$ cat src/rtl/lzc_seq_ctrl.sv
// lzc_seq_ctrl: multi-cycle leading-zero counter for a 4*NIBBLES-bit operand.
// It scans one nibble per cycle, MSB nibble first, and stops at the first
// non-zero nibble. The handshake is start/busy/done.
//
// Ports:
//   clk    - clock; all state changes on the rising edge
//   rst_n  - synchronous active-low reset
//   start  - request; sampled only in IDLE
//   din    - operand; captured on the edge that accepts start
//   busy   - high whenever the controller is not IDLE
//   done   - one-cycle pulse when count/zero are valid
//   count  - number of leading zeros, 0..WIDTH
//   zero   - operand was all zeros
module lzc_seq_ctrl #(
  parameter int unsigned NIBBLES = 4
) (
  input  logic                               clk,
  input  logic                               rst_n,
  input  logic                               start,
  input  logic [4*NIBBLES-1:0]               din,
  output logic                               busy,
  output logic                               done,
  output logic [$clog2(4*NIBBLES+1)-1:0]     count,
  output logic                               zero
);

  localparam int unsigned WIDTH = 4 * NIBBLES;
  localparam int unsigned CW    = $clog2(WIDTH + 1);
  localparam int unsigned IW    = (NIBBLES > 1) ? $clog2(NIBBLES) : 1;

  typedef enum logic [1:0] {
    IDLE = 2'd0,
    SCAN = 2'd1,
    DONE = 2'd2
  } state_t;

  state_t           state, state_nxt;
  logic [WIDTH-1:0] sh, sh_nxt;
  logic [IW-1:0]    idx, idx_nxt;
  logic [CW-1:0]    acc, acc_nxt;
  logic [CW-1:0]    count_nxt;
  logic             zero_nxt;
  logic             busy_nxt;
  logic             done_nxt;
  logic [3:0]       nib;

  // Leading zeros of a non-zero nibble.
  function automatic logic [1:0] lz4(input logic [3:0] n);
    logic [1:0] r;
    casez (n)
      4'b1???: r = 2'd0;
      4'b01??: r = 2'd1;
      4'b001?: r = 2'd2;
      default: r = 2'd3;
    endcase
    return r;
  endfunction

  // State and datapath registers.
  always_ff @(posedge clk) begin
    if (!rst_n) begin
      state <= IDLE;
      sh    <= '0;
      idx   <= '0;
      acc   <= '0;
      count <= '0;
      zero  <= 1'b0;
      busy  <= 1'b0;
      done  <= 1'b0;
    end else begin
      state <= state_nxt;
      sh    <= sh_nxt;
      idx   <= idx_nxt;
      acc   <= acc_nxt;
      count <= count_nxt;
      zero  <= zero_nxt;
      busy  <= busy_nxt;
      done  <= done_nxt;
    end
  end

  // Next-state and datapath update.
  always_comb begin
    state_nxt = state;
    sh_nxt    = sh;
    idx_nxt   = idx;
    acc_nxt   = acc;
    count_nxt = count;
    zero_nxt  = zero;
    nib       = sh[WIDTH-1 -: 4];

    case (state)
      IDLE: begin
        if (start) begin
          sh_nxt    = din;
          idx_nxt   = '0;
          acc_nxt   = '0;
          count_nxt = '0;
          zero_nxt  = 1'b0;
          state_nxt = SCAN;
        end
      end
      SCAN: begin
        if (nib != 4'd0) begin
          count_nxt = acc + CW'(lz4(nib));
          zero_nxt  = 1'b0;
          state_nxt = DONE;
        end else if (idx != IW'(NIBBLES - 1)) begin
          // acc stays <= WIDTH-4 here, so the add cannot overflow CW bits.
          acc_nxt = acc + CW'(4);
          sh_nxt  = sh << 4;
          idx_nxt = idx + IW'(1);
        end else begin
          count_nxt = CW'(WIDTH);
          zero_nxt  = 1'b1;
          state_nxt = DONE;
        end
      end
      DONE: begin
        state_nxt = IDLE;
      end
      default: begin
        state_nxt = IDLE;
      end
    endcase

    // Flags are registered from the next state so they line up with it.
    busy_nxt = (state_nxt != IDLE);
    done_nxt = (state_nxt == DONE);
  end

endmodule

$ cat config.mk
export PLATFORM = sky130hd
export DESIGN_NAME = lzc_seq_ctrl
export DESIGN_NICKNAME = d
export VERILOG_FILES = /design/src/rtl/lzc_seq_ctrl.sv
export SDC_FILE = /design/constraint.sdc
export NUM_CORES = 1
export LEC_CHECK = 0
export BUFFER_PORTS_ARGS = -buffer_cell sky130_fd_sc_hd__buf_2
export CORE_MARGIN = 2
export CORE_UTILIZATION = 50
export CTS_BUF_LIST = sky130_fd_sc_hd__clkbuf_4 sky130_fd_sc_hd__clkbuf_8
export DETAILED_ROUTE_END_ITERATION = 10
export GPL_TIMING_DRIVEN = 0
export PLACE_DENSITY = 0.75
export SKIP_LAST_GASP = 1
export SLEW_MARGIN = 20
export SYNTH_ARGS = -nofsm -noshare
export SYNTH_HDL_FRONTEND = slang
export SYNTH_SLANG_ARGS = --single-unit
$ cat constraint.sdc
create_clock -name clk -period 4.15 [get_ports clk]
set_input_delay 0.415 -clock clk [delete_from_list [all_inputs] [get_ports clk]]
set_output_delay 0.415 -clock clk [all_outputs]
set_load 0.02 [all_outputs]
Word level (Yosys, flattened, before mapping):

Cells that the tools add are included.

* register bits: 33
* input port bits: 19
* output and inout bits: 8

* add/sub/neg operators: 3
* equal/unequal tests: 9
* multiplexer cells: 26
* reductions and logical operators: 6

Operators by type and width (number)
* 16-bit 2-to-1 mux: 3
* 16-bit one-hot mux with 2 select lines: 1
* 5-bit 2-to-1 mux: 5
* 5-bit one-hot mux with 2 select lines: 2
* 2-bit 2-to-1 mux: 8
* 2-bit inequality test (second input constant): 4
* 2-bit one-hot mux with 2 select lines: 2
* 2-bit one-hot mux with 3 select lines: 1
* 5-bit by 2-bit adder with 5-bit output: 1
* 5-bit by 3-bit adder with 5-bit output (second input constant): 1
* 2-bit by 1-bit == test with 1-bit output (second input constant): 2
* 4-bit AND reduction: 1
* 2-bit nonzero test: 2
* 4-bit nonzero test: 1
* 3-bit by 1-bit == test with 1-bit output (second input constant): 1
* 1-bit 2-to-1 mux: 3
* 3-bit inequality test (second input constant): 1
* 3-bit AND reduction: 1
* 2-bit by 1-bit adder with 2-bit output (second input constant): 1
* 2-bit == test (second input constant): 1
* 2-bit zero test: 1
* 1-bit one-hot mux with 2 select lines: 1

Depth between registers and ports, before layout:

Gate-level depths: netlist of run 1.

* depth in word-level cells: 7
* gate-level depth with buffers: 6

Worst setup path after synthesis of run 1:

OpenSTA, ideal clock, no wires.

* path type: reg2reg
* start: register sh[15]
* end: register sh[10]
* data arrival time: 1.603 ns
* required time: 4.006 ns
* path slack: 2.403 ns
* stages on the path, launching flop included: 5
* clock period less this slack: 1.747 ns
* cells stage by stage: dfxtp_1 or4_4 o31ai_4 buf_2 a311oi_2

* word-level cells in the longest chain between the ends: 3

Ends and longest elaborated chain
* start: declaration: RTL line 38 `logic [WIDTH-1:0] sh, sh_nxt;`
* start signal: assignment: RTL line 72 `sh <= sh_nxt;`
* 4-bit nonzero test: RTL line 104 `if (nib != 4'd0) begin`
* 2-bit inequality test (no line)
* 4-bit AND reduction (no line)

No other way between the ends.
A chain may end at the register's enable or synchronous reset.

Final worst setup path of run 1:

* start: register sh[15]
* end: register sh[12]

Same word-level chain as after synthesis.

==> impl_metrics.tcl, run 1 <==
set metrics [dict create \
    outcome "completed" \
    h-tree-depth 2 \
    ant_nets 0 \
    chipWidth_um 56.7 \
    finalHoldWorstSlack_ns 0.306 \
    synth-compound-area-share 0.218 \
    clock_sinks 31 \
    syn-num-nets 184 \
    max_freq_ghz 0.518 \
    clkTransAtPathRegs_ns 0.09 \
    path_max_fanout 10 \
    synth_edf_count 0 \
    clk_latency_ns 0.33 \
    crit_end "sh[12]$_SDFFE_PN0P_" \
    placed_area_um2 1560 \
    r2r-end "sh[12]$_SDFFE_PN0P_" \
    root_buffer "clkbuf_4" \
    power_density_nw_per_um2 425 \
    slew_violations 0 \
    p_switching_mw 0.217 \
    hold_viol_final 0 \
    synth.area.mux_share 0 \
    numCtsBuffers 5 \
    syn_avg_cell_area_um2 8.56 \
    hold_buffers 0 \
    fp.dieH_um 56.7 \
    combPwrFrac 0.236 \
    cts_tree "yes" \
    ys_seq_area_frac 0.448 \
    power_mw 0.685 \
    numPortBuffers 26 \
    cap_violations 0 \
    setup_violations 0 \
    cts_setup_buffers 0 \
    p_seq_frac 0.506 \
    die_area_um2 3210 \
    dr.first_iter.drc_count 32 \
    post_cts_resized 0 \
    crit_required_ns 4.34 \
    drtPass1Iterations 4 \
    intPower_mw 0.469 \
    clock_skew_ns 0.00969 \
    rsz0062_at_grt "false" \
    initial_core_util 0.516 \
    grt_overflow 0 \
    yosys_warnings 0 \
    seq_area_um2 621 \
    synth-xor-area-share 0.0253 \
    syn2layout_area_growth_pct 16.3 \
    vias_per_cell 5.46 \
    synth_fa_ha_area_frac 0.0271 \
    antenna_found_initial 0 \
    yosys-top-cells-area "dfxtp_1 45%, nand2_1 11%, a311oi_2 8.7%" \
    worst_slew_pin_slew_ns 0.703 \
    hold_path_class "input port to flip-flop" \
    grt_pass1_vias 1097 \
    ir_drop_uv 320 \
    finalSetupTns_ns 0 \
    synth_cell_types 31 \
    clkPwrFrac 0.258 \
    synth-main-ff-cell "dfxtp_1" \
    cp-start-kind "flip-flop" \
    diodes 0 \
    stdcell_count 227 \
    cp-startpoint "sh[15]$_SDFFE_PN0P_" \
    clock_path_buffers 2 \
    synthArstFlopShare 0 \
    wl_per_cell_um 13.0 \
    dp.final_hpwl_mm 2.14 \
    swShare 0.316 \
    multiInputGateArea_um2 704 \
    power_leakage_nw 0.647 \
    rows 19 \
    synth_top_area_cell "dfxtp_1" \
    reg2reg_from "sh[15]$_SDFFE_PN0P_" \
    grt_use_total 0.205 \
    setup.worst_path.class "flip-flop to flip-flop" \
    finalWirelength_mm 2.94 \
    synthCells 162 \
    synthMostInstantiatedCell "nand2_1" \
    synth-seq-cells 31 \
    period_share 0.465 \
    num_io_pins 27 \
    synth_top_area_share 0.448 \
    nets 217 \
    coreArea_um2 2690 \
    synth_top_family_by_area "simple AND/OR/NAND/NOR gates" \
    finish.instance_area_um2 1610 \
    grt_first_pass_wirelength_mm 4.97 \
    rr_worst_depth 4 \
    rrSetupSlack_ns 2.22 \
    grt_max_degree 11 \
    drive_above_1_share 0.250 \
    fin_crit_ns 1.93 \
    n_fill_cell 251 \
    arrival_ns 2.12 \
    crit_path_end_kind "flip-flop" \
    drc_errors 0 \
    via_count 1239 \
    ys_top_cells_by_count "39 x nand2_1, 31 x dfxtp_1, 18 x nor2_1" \
    maxSlewHeadroom 0.527 \
    place_congestion 0.816 \
    netlist_area_um2 1390 \
    synth-simple-area-share 0.236 \
    dpl.cell_count 219 \
]
[power by group through the flow]
stage	clock, mW	combinational [mW]	sequential [mW]
after floorplan	0	0.116	0.355
after global placement	0	0.157	0.351
after detailed placement	0	0.161	0.353
after CTS	0.182	0.162	0.346
after global routing	0.195	0.180	0.351
final	0.177	0.162	0.347
[how the worst min path moves through the flow]
stage | from | endpoint | slack, ns | cells past startpoint
floorplan | sh[0]$_SDFFE_PN0P_ | sh[0]$_SDFFE_PN0P_ | 0.45 | 2
global placement | zero$_SDFFE_PN0P_ | zero$_SDFFE_PN0P_ | 0.44 | 2
detailed placement | zero$_SDFFE_PN0P_ | zero$_SDFFE_PN0P_ | 0.46 | 2
CTS | din[0] | sh[0]$_SDFFE_PN0P_ | 0.30 | 3
global route | din[2] | sh[2]$_SDFFE_PN0P_ | 0.30 | 3
finish | din[2] | sh[2]$_SDFFE_PN0P_ | 0.31 | 3
[metrics by stage]
stage / setup slack [ns] / utilization
3_5_place_dp: 2.23 / 0.579
2_1_floorplan: 2.40 / -
3_3_place_gp: 2.27 / 0.579
5_1_grt: 2.13 / 0.600
6_report: 2.22 / 0.600
4_1_cts: 2.21 / 0.600
[critical path: stages, from the launching register on]
cell and delay (ns):
dfxtp_1 0.36, or4_4 0.59, o31ai_4 0.36, buf_2 0.34, a311oi_2 0.14
[cells in the final DEF (no fill, tap or decap), types with 2 or more instances in the layout]
master,count
a211oi_1,2
nand2_1,39
clkbuf_4,7
clkbuf_1,7
xnor2_1,4
nor2_1,18
nand3_1,10
a311oi_1,4
a21oi_1,11
inv_1,4
o22ai_1,3
ha_1,3
buf_2,27
dfxtp_1,31
a311oi_2,8
[area by class of cell]
cell class,count,share of cell area
multi-input cells,117,0.437
flip-flops and latches,31,0.385
repair buffers,26,0.0807
clock buffers,7,0.0326
plain buffers,10,0.0287
well taps,31,0.0240
inverters,4,0.00931
clock inverters,1,0.00310
[metal layers]
layer | track usage | vias to the layer above | routed length [um]
met5 | 0 | - | 0
met4 | 0.0986 | 0 | 65
met3 | 0.0760 | 5 | 160
met2 | 0.297 | 30 | 1350
met1 | 0.269 | 570 | 1370
li1 | - | 634 | -
[flip-flops by register name, indices dropped and copies added, names as in the netlist]
register,count
sh,16
count,5
acc,3
idx,2
state,2
busy,1
done,1
zero,1
[kinds of logic (layout without fill, tap and decap cells)]
logic type | Yosys count | after routing
adder cells (fa/ha/maj) | 3 | 3
other | 1 | 1
AO/OA/AOI/OAI | 34 | 34
XOR/XNOR | 4 | 4
AND/OR/NAND/NOR | 75 | 75
flip-flops | 31 | 31
buffers and inverters | 14 | 48
No activity file was read; power rests on OpenSTA's default activity.
==> run 2, diff against run 1 <==
- ABC_AREA: default -> 1
- clock period: 4.15 -> 1.8 ns (I/O delays scaled with it)
==> impl_metrics.tcl, run 2 <==
set metrics [dict create \
    fin_util 0.583 \
    wl_met1_mm 1.52 \
    slowest_stage "dfxtp_1" \
    power_density_nw_per_um2 1030 \
    clock_sinks 31 \
    dr.max_layer_used "met4" \
    initial_core_util 0.512 \
    power_leakage_nw 0.838 \
    dp.final_hpwl_mm 2.33 \
    wl_per_cell_um 11.4 \
    synth_top_area_share 0.407 \
    drc_errors 0 \
    crit_path_end_kind "flip-flop" \
    finalSetupTns_ns 0 \
    die_area_um2 3510 \
    post_cts_resized 0 \
    synthMostInstantiatedCell "nand2_1" \
    regMostFlops "sh" \
    grt_first_pass_wirelength_mm 5.31 \
    syn-num-nets 237 \
    crit_family "simple AND/OR/NAND/NOR gates" \
    rrSetupSlack_ns 0.37 \
    ys_seq_area_frac 0.407 \
    synth-main-ff-cell "dfxtp_1" \
    dr_wl_met2_mm 1.44 \
    path_cells "ha_1, inv_1, nand3_1, nand2_2, buf_6, nand3b_1, nand2_1, nor2_1" \
    period_share 0.797 \
    slew_violations 0 \
    n_fill_cell 311 \
    met3WireLength_um 163 \
    grt_use_total 0.203 \
    intPower_mw 1.15 \
    synthArstFlopShare 0 \
    finish.instance_area_um2 1740 \
    root_buffer "clkbuf_4" \
    syn2layout_area_growth_pct 13.9 \
    dr.first_iter.drc_count 31 \
    rsz0062_at_grt "false" \
    yosys_warnings 0 \
    finalHoldWorstSlack_ns 0.0952 \
    largest_register_ffs 16 \
    grt_max_degree 11 \
    synth-seq-cells 31 \
    num_io_pins 27 \
    synthCells 215 \
    p_seq_frac 0.470 \
    path_buf_inv 2 \
    outcome "completed" \
    synth_top_area_cell "dfxtp_1" \
    coreArea_um2 2980 \
    via_count 1450 \
    diodes 0 \
    cap_violations 0 \
    h-tree-depth 2 \
    chipWidth_um 59.2 \
    place_congestion 0.769 \
    yosys-top-cells-area "dfxtp_1 41%, nand2_1 13%, nand3_1 9.5%" \
    path_max_fanout 10 \
    synth_edf_count 0 \
    ir_drop_uv 454 \
    p_switching_mw 0.637 \
    final_cell_mix "54 x nand2_1, 37 x nor2_1, 31 x dfxtp_1, 29 x nand3_1, 28 x buf_2" \
    ys_top_cells_by_count "54 x nand2_1, 37 x nor2_1, 31 x dfxtp_1" \
    syn_avg_cell_area_um2 7.09 \
    drive_above_1_share 0.195 \
    swShare 0.356 \
    cp_slowest_stage_delay_ns 0.34 \
    nets 269 \
    netlist_area_um2 1530 \
    layout_commonest_cell "nand2_1" \
    drtPass1Iterations 4 \
    fp.dieH_um 59.2 \
    antenna_found_initial 0 \
    combPwrFrac 0.326 \
    hold_viol_final 0 \
    power_mw 1.79 \
    clkTransAtPathRegs_ns 0.09 \
    final.setup.worst_slack_ns 0.366 \
    max_freq_ghz 0.697 \
    clock_skew_ns 0.00524 \
    placed_area_um2 1690 \
    ant_nets 0 \
    setup.worst_path.class "flip-flop to flip-flop" \
    cp-start-kind "flip-flop" \
    clkPwrFrac 0.205 \
    grt_overflow 0 \
    fin_crit_ns 1.43 \
    pre_cts_ws_ns 0.390 \
    setup_violations 0 \
    dpl.cell_count 273 \
    stdcell_count 279 \
    reg.largest.list "sh: 16 flops, count: 5 flops, acc: 3 flops" \
    clock_path_buffers 2 \
    cts_setup_buffers 0 \
    synth_cell_types 22 \
    grt_pass1_vias 1242 \
    rows 20 \
    clk_latency_ns 0.32 \
    cts_tree "yes" \
    vias_per_cell 5.20 \
    numCtsBuffers 5 \
    finalWirelength_mm 3.19 \
    hold_buffers 0 \
    crit_required_ns 2.02 \
    hold_path_class "input port to flip-flop" \
    arrival_ns 1.66 \
    numPortBuffers 25 \
]
run 2: routing by layer:
layer,vias to the layer above,GRT usage
li1,760,-
met1,643,0.257
met2,38,0.316
met3,9,0.0633
met4,0,0.0909
met5,-,0
run 2: cells by family after synthesis:
| group | share of synthesized area |
|---|---|
| adders and majority gates | 0.0246 |
| other | 0.00246 |
| DFF | 0.407 |
| and+or+nand+nor | 0.427 |
| AOI/OAI and AO/OA | 0.0730 |
| buffers and inverters | 0.0664 |
run 2: final cells by class:
class / instances / area (um^2) / area share
Timing Repair Buffer: 25 / 125 / 0.0720
Tap cell: 33 / 41.3 / 0.0238
Sequential cell: 31 / 621 / 0.357
Buffer: 9 / 63.8 / 0.0367
Multi-Input combinational cell: 165 / 803 / 0.463
Inverter: 10 / 37.5 / 0.0216
Clock buffer: 6 / 45.0 / 0.0259
run 2: final timing paths:
kind / start / to / cells past startpoint
worst min register to register: count[4]$_SDFFE_PN0P_ / count[4]$_SDFFE_PN0P_ / 2
worst max register to register: idx[0]$_SDFFE_PN0P_ / sh[11]$_SDFFE_PN0P_ / 8
worst min-delay path: din[3] / sh[3]$_SDFFE_PN0P_ / 3
worst max-delay path: idx[0]$_SDFFE_PN0P_ / sh[11]$_SDFFE_PN0P_ / 8
run 2: tightest hold or removal path, delay by kind of cell:
family | cells | cell delay, ns
buffers and inverters | 1 | 0.09
AO/OA/AOI/OAI | 1 | 0.05
AND/OR/NAND/NOR | 1 | 0.05
run 2: power groups by stage:
stage	clock, mW	combinational, mW	sequential, mW
2_1_floorplan	0	0.429	0.870
5_1_grt	0.409	0.654	0.853
4_1_cts	0.381	0.584	0.840
6_report	0.366	0.583	0.840
3_5_place_dp	0	0.581	0.856
3_3_place_gp	0	0.575	0.853
==> run 3, diff against run 2 <==
- ABC_AREA: 1 -> 0
- PLACE_DENSITY: 0.75 -> 0.78
- clock period: 1.8 -> 1.25 ns (I/O delays scaled with it)
==> impl_metrics.tcl, run 3 (synthesis gave the netlist of run 1 again) <==
set metrics [dict create \
    finalHoldWorstSlack_ns 0.0219 \
    clk_latency_ns 0.34 \
    clkPwrFrac 0.253 \
    nets 229 \
    path_cells "or4_4, o31ai_4, buf_6, buf_6, nor2_2, a311oi_2" \
    hold_buffers 0 \
    p_switching_mw 0.902 \
    dp.final_hpwl_mm 2.22 \
    outcome "finished with violations" \
    num_io_pins 27 \
    power_mw 2.77 \
    cp-start-kind "flip-flop" \
    finish.instance_area_um2 1990 \
    fin_crit_ns 1.76 \
    crit_path_end_kind "flip-flop" \
    clock_sinks 31 \
    finalWirelength_mm 3.69 \
    drtPass1Iterations 4 \
    placed_area_um2 1560 \
    max_freq_ghz 0.568 \
    grt_pass1_vias 1313 \
    cp_slowest_stage_delay_ns 0.57 \
    intPower_mw 1.87 \
    wl_per_cell_um 15.4 \
    chipWidth_um 56.7 \
    regMostFlops "sh" \
    vias_per_cell 5.62 \
    final_cell_mix "36 x nand2_1, 28 x buf_2, 27 x dfxtp_1, 11 x nor2_1, 11 x buf_6" \
    grt_first_pass_wirelength_mm 5.97 \
    h-tree-depth 2 \
    numCtsBuffers 5 \
    n_fill_cell 180 \
    via_count 1344 \
    violations "negative setup slack" \
    grt_overflow 0 \
    rsz0062_at_grt "true" \
    die_area_um2 3210 \
    stdcell_count 239 \
    clkTransAtPathRegs_ns 0.10 \
    layout_commonest_cell "nand2_1" \
    rows 19 \
    slew_violations 0 \
    ir_drop_uv 1110 \
    reg.largest.list "sh: 16 flops, count: 5 flops, acc: 3 flops" \
    antenna_found_initial 0 \
    drive_above_1_share 0.490 \
    final.setup.worst_slack_ns -0.509 \
    place_congestion 0.837 \
    grt_max_degree 11 \
    clock_path_buffers 2 \
    crit_required_ns 1.50 \
    period_share 1.41 \
    dpl.cell_count 219 \
    fp.dieH_um 56.7 \
    power_density_nw_per_um2 1400 \
    finalSetupTns_ns -9.82 \
    swShare 0.325 \
    setup_violations 29 \
    grt_use_total 0.244 \
    maxSlewHeadroom 0.569 \
    numPortBuffers 26 \
    syn2layout_area_growth_pct 43.4 \
    combPwrFrac 0.325 \
    slowest_stage "or4_4" \
    largest_register_ffs 16 \
    dr.first_iter.drc_count 39 \
    p_seq_frac 0.422 \
    hold_viol_final 0 \
    drc_errors 0 \
    crit_top_cell "buf_6" \
    hold_path_class "input port to flip-flop" \
    initial_core_util 0.516 \
    diodes 0 \
    setup.worst_path.class "flip-flop to flip-flop" \
    cap_violations 0 \
    path_max_fanout 3 \
    coreArea_um2 2690 \
    root_buffer "clkbuf_4" \
    arrival_ns 2.01 \
    ant_nets 0 \
    clock_skew_ns 0.0102 \
    worst_slew_pin_slew_ns 0.646 \
    power_leakage_nw 0.788 \
    cts_tree "yes" \
]
-- run 3: changes by cell type in the layout (fill, tap and decap cells not counted), moves of 8 or more --
cell,before,now
nand3_1,29,4
a21oi_1,14,5
nor2_1,37,11
a311oi_2,0,9
nand3b_1,12,0
buf_6,3,11
nand2_1,54,36
-- run 3: per-layer routing --
metal | GRT usage | wire [um] | vias up
met3 | 0.0645 | 217 | 16
met2 | 0.392 | 1870 | 46
met5 | 0 | 0 | -
met1 | 0.301 | 1470 | 623
li1 | - | - | 659
met4 | 0.119 | 134 | 0
-- run 3: critical path, delay by kind of cell, from the launching register on --
family | cells | cell delay, ns
simple gates | 2 | 0.61
compound gates | 2 | 0.43
flops | 1 | 0.35
buf+inv | 2 | 0.28
-- run 3: final cells by class --
cell class	count	area, um^2	share of cell area
inverters	4	15.0	0.00755
clock buffers	8	72.6	0.0365
flip-flops and latches	31	626	0.315
well taps	31	38.8	0.0195
repair buffers	39	265	0.133
plain buffers	9	71.3	0.0359
multi-input cells	117	900	0.452
-- run 3: repair_timing --
action | CTS | global route
pin swaps | 18 | 23
buffers inserted | 15 | 1
gates resized for setup | 46 | 21
setup endpoints to repair | 30 | 30
-- run 3: per-stage QoR --
stage	setup WS, ns	utilization
after floorplan	-0.413	-
after global routing	-0.542	0.740
final	-0.509	0.740
after global placement	-0.498	0.582
after CTS	-0.492	0.713
after detailed placement	-0.535	0.582
-- run 3: worst paths after layout --
| kind | start | endpoint | slack, ns | cells after the start |
|---|---|---|---|---|
| worst min register to register | zero$_SDFFE_PN0P_ | zero$_SDFFE_PN0P_ | 0.46 | 2 |
| worst max-delay path | sh[13]$_SDFFE_PN0P_ | sh[14]$_SDFFE_PN0P_ | -0.51 | 6 |
| worst max register to register | sh[13]$_SDFFE_PN0P_ | sh[14]$_SDFFE_PN0P_ | -0.51 | 6 |
| worst min-delay path | din[0] | sh[0]$_SDFFE_PN0P_ | 0.02 | 3 |
-- run 3: power groups by stage --
stage | Clock [mW] | Sequential [mW] | Combinational, mW
3_3_place_gp | 0 | 1.17 | 0.525
2_1_floorplan | 0 | 1.18 | 0.394
3_5_place_dp | 0 | 1.17 | 0.543
5_1_grt | 0.762 | 1.18 | 0.967
4_1_cts | 0.710 | 1.16 | 0.832
6_report | 0.703 | 1.17 | 0.901
